[src/rtl/instruction_fetch_unit.sv]
// Instruction fetch unit: owns the PC, issues word fetches, queues {pc, instr} for decode.
// Define FETCH_STATS_EN to build the fetch/flush statistics counters.
module instruction_fetch_unit #(
   parameter logic [31:0] RESET_PC   = 32'h0040_0000,
   parameter logic [31:0] IMEM_LIMIT = 32'h0040_0400,
   parameter int          DEPTH      = 2
) (
   input  logic        clk,
   input  logic        reset,
   output logic [31:0] imem_addr,
   output logic        imem_req,
   input  logic [31:0] imem_instr,
   output logic        if_valid,
   output logic [31:0] if_instr,
   output logic [31:0] if_pc,
   input  logic        if_ready,
   input  logic        redirect_valid,
   input  logic [31:0] redirect_pc,
   output logic        fetch_fault,
   output logic [31:0] fault_pc,
   output logic [31:0] fetch_count,
   output logic [31:0] flush_count
);

   localparam int               PTR_W   = $clog2(DEPTH);
   localparam logic [PTR_W:0]   FULL    = (PTR_W+1)'(DEPTH);
   localparam logic [PTR_W:0]   CNT_ONE = (PTR_W+1)'(1);
   localparam logic [PTR_W-1:0] PTR_ONE = PTR_W'(1);

   function automatic logic addr_ok(input logic [31:0] a);
      return (a >= RESET_PC) && (a < IMEM_LIMIT);
   endfunction

   logic [31:0]      r_pc;
   logic [PTR_W-1:0] r_wr_ptr;
   logic [PTR_W-1:0] r_rd_ptr;
   logic [PTR_W:0]   r_count;
   logic             r_fault;
   logic [31:0]      r_fault_pc;
   logic [31:0]      r_q_pc    [DEPTH];
   logic [31:0]      r_q_instr [DEPTH];

   logic w_valid;
   logic w_pop;
   logic w_issue;
   logic w_redir_bad;

   assign w_valid     = (r_count != '0);
   assign w_pop       = w_valid & if_ready & ~redirect_valid;
   assign w_issue     = ~r_fault & ~redirect_valid & ((r_count < FULL) | w_pop) & addr_ok(r_pc);
   assign w_redir_bad = (redirect_pc[1:0] != 2'b00) | ~addr_ok(redirect_pc);

   // Control state: pc, queue pointers/occupancy, sticky fault
   always_ff @(posedge clk or posedge reset) begin
      if (reset) begin
         r_pc       <= RESET_PC;
         r_wr_ptr   <= '0;
         r_rd_ptr   <= '0;
         r_count    <= '0;
         r_fault    <= 1'b0;
         r_fault_pc <= '0;
      end else if (redirect_valid) begin
         r_pc       <= redirect_pc;
         r_wr_ptr   <= '0;
         r_rd_ptr   <= '0;
         r_count    <= '0;
         r_fault    <= w_redir_bad;
         r_fault_pc <= w_redir_bad ? redirect_pc : 32'h0;
      end else begin
         if (w_issue) begin
            r_pc     <= r_pc + 32'd4;
            r_wr_ptr <= r_wr_ptr + PTR_ONE;
         end
         if (w_pop)
            r_rd_ptr <= r_rd_ptr + PTR_ONE;
         if (w_issue && !w_pop)
            r_count <= r_count + CNT_ONE;
         else if (!w_issue && w_pop)
            r_count <= r_count - CNT_ONE;
         if (!r_fault && !addr_ok(r_pc)) begin
            r_fault    <= 1'b1;
            r_fault_pc <= r_pc;
         end
      end
   end

   // Queue payload carries no reset; head outputs are gated by occupancy instead
   always_ff @(posedge clk) begin
      if (w_issue) begin
         r_q_pc[r_wr_ptr]    <= r_pc;
         r_q_instr[r_wr_ptr] <= imem_instr;
      end
   end

   assign imem_addr   = {r_pc[31:2], 2'b00};
   assign imem_req    = w_issue;
   assign if_valid    = w_valid;
   assign if_pc       = w_valid ? r_q_pc[r_rd_ptr]    : 32'h0;
   assign if_instr    = w_valid ? r_q_instr[r_rd_ptr] : 32'h0;
   assign fetch_fault = r_fault;
   assign fault_pc    = r_fault_pc;

`ifdef FETCH_STATS_EN
   logic [31:0] r_fetch_count;
   logic [31:0] r_flush_count;

   always_ff @(posedge clk or posedge reset) begin
      if (reset) begin
         r_fetch_count <= '0;
         r_flush_count <= '0;
      end else begin
         if (w_issue)
            r_fetch_count <= r_fetch_count + 32'd1;
         if (redirect_valid)
            r_flush_count <= r_flush_count + {{(31-PTR_W){1'b0}}, r_count};
      end
   end

   assign fetch_count = r_fetch_count;
   assign flush_count = r_flush_count;
`else
   assign fetch_count = 32'h0;
   assign flush_count = 32'h0;
`endif

endmodule

[config.mk]
export PLATFORM = sky130hd
export DESIGN_NAME = instruction_fetch_unit
export DESIGN_NICKNAME = d
export VERILOG_FILES = /design/src/rtl/instruction_fetch_unit.sv
export SDC_FILE = /design/constraint.sdc
export NUM_CORES = 1
export LEC_CHECK = 0
export CORE_ASPECT_RATIO = 1.75
export CORE_MARGIN = 2
export CORE_UTILIZATION = 47
export DETAILED_ROUTE_END_ITERATION = 6
export PLACE_DENSITY = 0.77
export SLEW_MARGIN = 0
export SYNTH_ARGS = -nofsm -noshare
export SYNTH_HDL_FRONTEND = slang
export SYNTH_SLANG_ARGS = --single-unit
[constraint.sdc]
create_clock -name clk -period 9.7 [get_ports clk]
set_clock_uncertainty 0.2 [all_clocks]
set_input_delay 1.455 -clock clk [delete_from_list [all_inputs] [get_ports clk]]
set_output_delay 1.455 -clock clk [all_outputs]
set_load 0.01 [all_outputs]
# After elaboration in Yosys (flattened, before gate mapping)
# Memory sizes are Yosys's and may differ from the RTL's.
# Cells that the tools add are included.
# W data, S select, Z words.
dict set report classes {
  n_mux 18
  reduce_logical 15
  order_cmp 5
  n_bitwise 10
  n_addsub 5
}
# op count
set ops {}
lappend ops {{$mux W32} 7}
lappend ops {{$ge A32 B23 Y1 const B} 2}
lappend ops {{$lt A32 B23 Y1 const B} 2}
lappend ops {{$add A32 B3 Y32 const B} 1}
lappend ops {{$reduce_bool A2 Y1} 5}
lappend ops {{$mux W1} 8}
lappend ops {{$mux W2} 3}
lappend ops {{$and A1 B1 Y1} 5}
lappend ops {{$logic_and A1 B1 Y1} 5}
lappend ops {{$logic_not A1 Y1} 4}
lappend ops {{$not A1 Y1} 3}
lappend ops {{$reduce_bool A3 Y1} 1}
lappend ops {{$add A1 B1 Y1 const B} 2}
lappend ops {{$add A2 B1 Y2 const B} 1}
lappend ops {{$lt A2 B2 Y1 const B} 1}
lappend ops {{$or A1 B1 Y1} 2}
lappend ops {{$sub A2 B1 Y2 const B} 1}
dict set report totals {
  regBits 69
  wordCells 61
  memories 2
  input_bits 68
  ramBits 128
}
# name depth word_bits read_ports rd_ports_with_merged_regs write_ports line_no
set mem_list {}
lappend mem_list {r_q_instr 2 32 1 0 1 41} ;# logic [31:0] r_q_instr [DEPTH];
lappend mem_list {r_q_pc 2 32 1 0 1 40} ;# logic [31:0] r_q_pc [DEPTH];

# Depth between registers and ports, before layout
# Gate-level depths: netlist of run 1.
dict set report depth {
  depth_word 11
  ltp_mapped 7
  mapped_depth_nobuf 5
}

# Worst setup path after synthesis of run 1
# OpenSTA, ideal clock, no wires.
dict set report synth_path {
  path_type {input to register}
  startpoint {in redirect_valid}
  endpoint {mem r_q_instr[0][0], enable pin}
  arrival_ns 7.952
  setup_slack_ns 0.904
  t_required_ns 8.856
  setup_time_ns 0.644
  cell_stages 3
  cell_sequence {buf_2 -> a21o_1 -> nor4_1}
}
dict set report synth_between {
  elab_chain_cells 7
}
# element line_no
set synth_lines {}
lappend synth_lines {{start: declaration} 17} ;# input logic redirect_valid,
lappend synth_lines {{$not A1 Y1 *} {49, 50}}
lappend synth_lines {{$and A1 B1 Y1} 49} ;# assign w_pop = w_valid & if_ready & ~redirect_valid;
lappend synth_lines {{$or A1 B1 Y1} 50} ;# assign w_issue = ~r_fault & ~redirect_valid & ((r_count < FULL) | w_pop) & addr_ok(r_pc);
lappend synth_lines {{$and A1 B1 Y1 * (2 in series)} 50}
lappend synth_lines {{$mux W1 *} 89} ;# if (w_issue) begin
lappend synth_lines {{$mux W1 (not written as such) *} 91} ;# r_q_instr[r_wr_ptr] <= imem_instr;
lappend synth_lines {{end: declaration} 41}
# Every way passes the cells marked *; elsewhere a longest branch is shown, timed or not.

# Worst setup path after layout of run 1
dict set report layout_path {
  startpoint {in if_ready}
  endpoint {out imem_req}
}
dict set report layout_between {
  elab_chain_cells 5
}
# element line_no
set layout_lines {}
lappend layout_lines {{start: declaration} 16} ;# input logic if_ready,
lappend layout_lines {{$and A1 B1 Y1 (2 in series)} 49}
lappend layout_lines {{$or A1 B1 Y1} 50}
lappend layout_lines {{$and A1 B1 Y1 (2 in series)} 50}
lappend layout_lines {{end: declaration} 11} ;# output logic imem_req,
# No other way between the ends.

==> impl_metrics.csv, run 1 <==
group,metric,value,unit
clock_tree,clock_path_buffers,2,
sta,hold_viol_final,0,
route,post_drt_wl_per_cell,17.8,um
setup_path,reg2reg_depth,4,
clock_tree,cts_tree,"done",
pwr,p_leak,3.85,nW
clock_tree,cts_made_buffers,17,
setup_path,startpoint,"if_ready",
cells_and_area,fin_nets,847,
global_routing,gr-total-overflow,0,
synth,async_flop_share,35.0,%
route,drt-total-wl,18300,um
job,drv_cap,0,
cells_and_area,syn2layout_area_growth,27.1,%
floorplanning,start_util,47.7,%
placed_design,placedCellCount,992,
synth,synth_ff_type,"edfxtp_1",
synth,ys_types,42,
outcome,status,"finished clean",
clock_tree,h-tree-depth,4,
global_routing,grt_usage,19.2,%
synth,synth_edf_count,128,
clock_tree,cts_sinks,197,
worst_hold_path,min_to,"r_q_pc[1][1]",
global_routing,grt_pass1_wl,28300,um
worst_hold_path,hp-start,"r_pc[1]",
placed_design,numPortBuffers,196,
synth,syn_area,8570,sq um
placed_design,hpwl,12700,um
pwr,power_density,169,nW/um^2
pwr,clock_power_share,37.9,%
clock_tree,clkSlewWorstSetupHoldPaths,0.08,ns
global_routing,grt_pass1_vias,5216,
route,dr_total_vias,5033,
worst_hold_path,holdPathStages,0,
cells_and_area,n_antenna_cell,0,
cells_and_area,fillCellCount,1397,
floorplanning,ios,263,
floorplanning,fp.dieH,183,um
synth,syn_avg_cell_area,14.0,sq um
pwr,p_int,1.38,mW
cells_and_area,fin_cells,1024,
worst_hold_path,hp-class,"flip-flop to flip-flop",
synth,synth_seq_area_share,65.0,%
pwr,power_frac_comb,9.8,%
floorplanning,dieArea,19400,sq um
cells_and_area,drive_above_1_share,11.6,%
cells_and_area,multi_input_area,2390,sq um
placed_design,place.gp.congestion,0.764,
setup_path,end_kind,"output pin",
pwr,power_frac_seq,52.3,%
cells_and_area,post-route-util,60.6,%
route,drt-initial-drc-count,195,
setup_path,path_max_fanout,6,
floorplanning,core_area,18000,sq um
route,first_pass_iters,4,
sta,finalCriticalPeriod,5.01,ns
clock_tree,cts_hold_buffers,0,
floorplanning,die_w,106,um
pwr,swShare,25.0,%
sta,finalCritPeriodShare,51.6,%
setup_path,crit_path_start_kind,"input port",
sta,maxSlewHeadroom,23.8,%
global_routing,grt_start_max_net_pins,70,
clock_tree,cts_resized,0,
sta,finalMaxSlewViolations,0,
sta,tightest_slew,1.14,ns
clock_tree,worstSkewPairLatency,0.43,ns
floorplanning,fp-row-count,65,
synth,ys_warn_count,0,
route,drc_errors,0,
setup_path,r2r_slack,6.39,ns
global_routing,antenna_found_initial,0,
setup_path,worstPathRequired,8.05,ns
setup_path,r2r-end,"r_q_pc[1][19]",
synth,ys_seq_elements,197,
route,via_per_inst,4.92,
sta,maxClockFrequency,0.200,GHz
sta,finalSetupViolations,0,
setup_path,r2r-start,"r_pc[24]",
synth,synthCells,614,
setup_path,cp.arrival,3.35,ns
cells_and_area,seq_area,5580,sq um
clock_tree,post_cts_buffers,0,
setup_path,criticalPathCategory,"input port to output pin",
sta,setup_tns,0,ns
sta,rsz0062_at_grt,"no",
route,ant_nets,0,
clock_tree,root_buffer,"clkbuf_16",
pwr,ir_drop,140,uV
pwr,switchingPower,460,uW
-- layer usage --
metal	routed length, um	GRT usage (%)	vias to the layer above
li1	-	-	2361
met1	6860	22.1	2454
met4	529	8.53	0
met5	0	0	-
met2	10000	34.5	192
met3	859	3.79	26
-- registers in the layout (all words and copies together), names as in the netlist --
signal       cells
fetch_fault      1
fault_pc        32
r_count          2
r_q_pc          64
r_pc            32
r_wr_ptr         1
r_q_instr       64
r_rd_ptr         1
-- cells in the mapped netlist (all sizes together), types with 2 or more instances --
master | n | share of area [%]
a21oi | 4 | 0.23
a221o | 2 | 0.23
buf | 117 | 9.5
clkbuf | 4 | 0.18
dfrtp | 68 | 20
edfxtp | 128 | 45
ha | 2 | 0.29
inv | 10 | 0.44
mux2 | 42 | 5.5
mux2i | 74 | 8.6
nand2 | 17 | 0.74
nand3 | 5 | 0.35
nand4 | 4 | 0.29
nor2 | 75 | 3.3
nor2b | 2 | 0.15
nor3 | 6 | 0.48
nor4 | 13 | 1.2
nor4b | 3 | 0.45
o21ai | 12 | 0.70
o22ai | 7 | 0.51
xnor2 | 6 | 0.61
-- power groups by stage --
| stage | Combinational, mW | Clock, mW | Sequential [mW] |
|---|---|---|---|
| after global routing | 0.194 | 0.749 | 0.969 |
| after global placement | 0.177 | 0 | 0.979 |
| after CTS | 0.182 | 0.717 | 0.964 |
| after floorplan | 0.104 | 0 | 0.978 |
| final | 0.180 | 0.699 | 0.964 |
| after detailed placement | 0.181 | 0 | 0.982 |
-- worst max path at each step --
stage	endpoint	cells after the start
2_1_floorplan	r_q_instr[0][0]	3
3_3_place_gp	imem_req	5
3_5_place_dp	imem_req	5
4_1_cts	imem_req	5
5_1_grt	imem_req	5
6_report	imem_req	5
-- placed cells by master, fill, tap and decap left out, types with 2 or more instances in the layout --
cell type	netlist	layout
o22ai_1	7	7
nand3_1	4	4
inv_12	0	2
clkbuf_16	0	17
dfrtp_1	68	67
nand2_1	17	17
nor4_1	11	10
a221o_1	2	2
nor4_2	1	2
clkdlybuf4s50_1	0	195
inv_1	10	9
nor2_1	75	74
edfxtp_1	128	128
nor4b_2	2	2
a21oi_1	4	4
buf_4	97	4
nand4_1	4	4
clkinv_4	0	2
xnor2_1	6	6
clkinv_8	0	4
o21ai_0	5	5
conb_1	1	66
mux2i_1	74	74
inv_6	0	2
mux2_2	42	42
ha_1	2	2
nor3_1	5	5
nor2b_1	2	2
o21ai_1	7	7
inv_8	0	4
-- worst max-delay path, stage by stage --
cell and delay [ns]:
clkdlybuf4s50_1 0.58, inv_1 0.10, a21o_1 0.30, nor3_4 0.29, clkdlybuf4s50_1 0.62
-- logic make-up after synthesis --
logic type,after synthesis,share of synthesized area (%)
compound gates,30,2.15
xor+xnor,7,0.715
fa+ha+maj,2,0.292
buf+inv,131,10.1
flops,197,65.0
mux,117,14.4
other cells,1,0.0438
simple gates,129,7.27
-- metrics by stage --
step / setup slack [ns] / power (mW) / area [sq um] / hold slack [ns]
after CTS: 4.68 / 1.86 / 10900 / 0.309
after floorplan: 0.904 / 1.08 / 8810 / 0.238
after global placement: 4.80 / 1.16 / 10300 / 0.255
final: 4.69 / 1.84 / 10900 / 0.297
after global routing: 4.61 / 1.91 / 10900 / 0.326
after detailed placement: 4.72 / 1.16 / 10300 / 0.285
-- area by class of cell --
cell class | count | area share, %
clock buffer | 17 | 3.91
clock inverter | 15 | 1.67
inverter | 10 | 0.345
multi-input combinational | 351 | 22.0
sequential | 197 | 51.2
tap | 234 | 2.69
timing repair buffer | 200 | 18.2
(Power assumes the default switching activity.)
==> run 2: changes to the inputs <==
Settings changed: CORE_UTILIZATION 47 to 43, PLACE_DENSITY 0.77 to 0.74.
Clock period 9.7 ns to 4.06 ns, I/O delays scaled along.
==> impl_metrics.csv, run 2 (synthesis results as in run 1) <==
group,metric,value,unit
outcome,status,"finished clean",
sta,finalCriticalPeriod,3.57,ns
global_routing,antenna_found_initial,0,
clock_tree,worstSkewPairLatency,0.44,ns
global_routing,grt_usage,17.5,%
cells_and_area,drive_above_1_share,12.4,%
setup_path,cp.arrival,2.76,ns
clock_tree,post_cts_buffers,0,
global_routing,grt_pass1_vias,5016,
sta,setup_tns,0,ns
route,post_drt_wl_per_cell,17.7,um
clock_tree,root_buffer,"clkbuf_16",
clock_tree,cts_tree,"done",
floorplanning,dieArea,21100,sq um
floorplanning,ios,263,
sta,maxClockFrequency,0.280,GHz
clock_tree,cts_hold_buffers,0,
setup_path,crit_buf_inv,1,
pwr,p_leak,3.89,nW
worst_hold_path,hp-class,"flip-flop to flip-flop",
sta,hold_slack,0.275,ns
setup_path,path_cells,"nor4_2 > nand3_2 > nor3_4 > clkdlybuf4s50_1",
route,drt-initial-drc-count,164,
setup_path,crit_path_start_kind,"flip-flop",
cells_and_area,reg.largest.list,"r_q_instr: 64 flops, r_q_pc: 64 flops",
global_routing,met2_usage,31.5,%
cells_and_area,post-route-util,55.9,%
placed_design,hpwl,13000,um
sta,finalSetupViolations,0,
floorplanning,start_util,43.6,%
global_routing,use_met1,19.4,%
setup_path,criticalPathCategory,"flip-flop to output pin",
setup_path,worst_path_max_delay_cell,"clkdlybuf4s50_1",
setup_path,end_kind,"output pin",
cells_and_area,final_cell_mix,"195 x clkdlybuf4s50_1, 128 x edfxtp_1, 74 x nor2_1, 74 x mux2i_1, 67 x dfrtp_1",
setup_path,cp_top_family,"simple AND/OR/NAND/NOR gates",
job,drv_cap,0,
placed_design,numPortBuffers,196,
pwr,power_density,401,nW/um^2
clock_tree,cts_resized,0,
pwr,ir_drop,395,uV
cells_and_area,fin_nets,853,
setup_path,path_max_fanout,9,
floorplanning,fp.dieH,191,um
clock_tree,cts_sinks,197,
route,first_pass_iters,4,
cells_and_area,fillCellCount,1607,
global_routing,met3_usage,4.32,%
floorplanning,core_area,19700,sq um
placed_design,place.gp.congestion,0.834,
setup_path,worstPathRequired,3.25,ns
sta,hold_viol_final,0,
cells_and_area,n_antenna_cell,0,
clock_tree,cts_made_buffers,17,
pwr,p_total,4.40,mW
route,drc_errors,0,
cells_and_area,multi_input_area,2400,sq um
floorplanning,die_w,111,um
clock_tree,h-tree-depth,4,
route,dr_total_vias,5082,
clock_tree,clkSlewWorstSetupHoldPaths,0.07,ns
global_routing,grt_pass1_wl,28100,um
route,ant_nets,0,
sta,finalMaxSlewViolations,0,
route,drt-total-wl,18400,um
sta,rsz0062_at_grt,"no",
floorplanning,fp-row-count,68,
global_routing,gr-total-overflow,0,
cells_and_area,syn2layout_area_growth,28.2,%
sta,tightest_slew,1.03,ns
global_routing,grt-busiest-layer,"met2",
global_routing,grt_start_max_net_pins,66,
cells_and_area,layout_commonest_cell,"clkdlybuf4s50_1",
sta,maxSlewHeadroom,31.2,%
cells_and_area,seq_area,5580,sq um
route,via_per_inst,4.88,
setup_path,slowest_delay,0.64,ns
clock_tree,clock_path_buffers,2,
sta,finalCritPeriodShare,87.9,%
run 2: area by class of cell:
type	instances	area share, %
Multi-Input combinational cell	351	21.9
Tap cell	245	2.79
Sequential cell	197	50.8
Inverter	10	0.342
Clock inverter	15	1.65
Clock buffer	17	3.87
Timing Repair Buffer	206	18.7
run 2: final timing paths:
| check | cells after the start | endpoint | slack (ns) | start |
|---|---|---|---|---|
| min reg2reg | 0 | r_q_pc[1][1] | 0.27 | r_pc[1] |
| min in group asynchronous | 2 | fault_pc[29] | 0.52 | reset |
| min | 0 | r_q_pc[1][1] | 0.27 | r_pc[1] |
| max reg2reg | 5 | r_q_pc[1][28] | 1.05 | r_pc[19] |
| max in group asynchronous | 3 | r_pc[19] | 2.32 | reset |
| max | 4 | imem_req | 0.49 | r_pc[19] |
run 2: per-stage QoR:
step | instance area, sq um | cells | setup slack, ns
final | 11000 | 1041 | 0.492
after global routing | 11000 | 1041 | 0.358
after CTS | 11000 | 1041 | 0.454
after detailed placement | 10400 | 1009 | 0.785
after global placement | 10400 | 1009 | 0.792
after floorplan | 8830 | 679 | 0.210
run 2: where the power goes:
part           switching (mW)  internal [mW]
sequential             0.0817           2.22
combinational           0.189          0.242
clock                   0.833          0.836
total                    1.10           3.30
run 2: routing by layer:
layer  routed length [um]  vias to the layer above
met1                 6870                     2473
met5                    0                        -
met3                  977                       28
met4                  595                        0
li1                     -                     2379
met2                10000                      202
==> run 3: changes to the inputs <==
Settings changed: SKIP_CTS_REPAIR_TIMING from default to 1.
==> results of run 3 <==
Same layout as run 2: the final DEF is identical, and so are final timing and power.
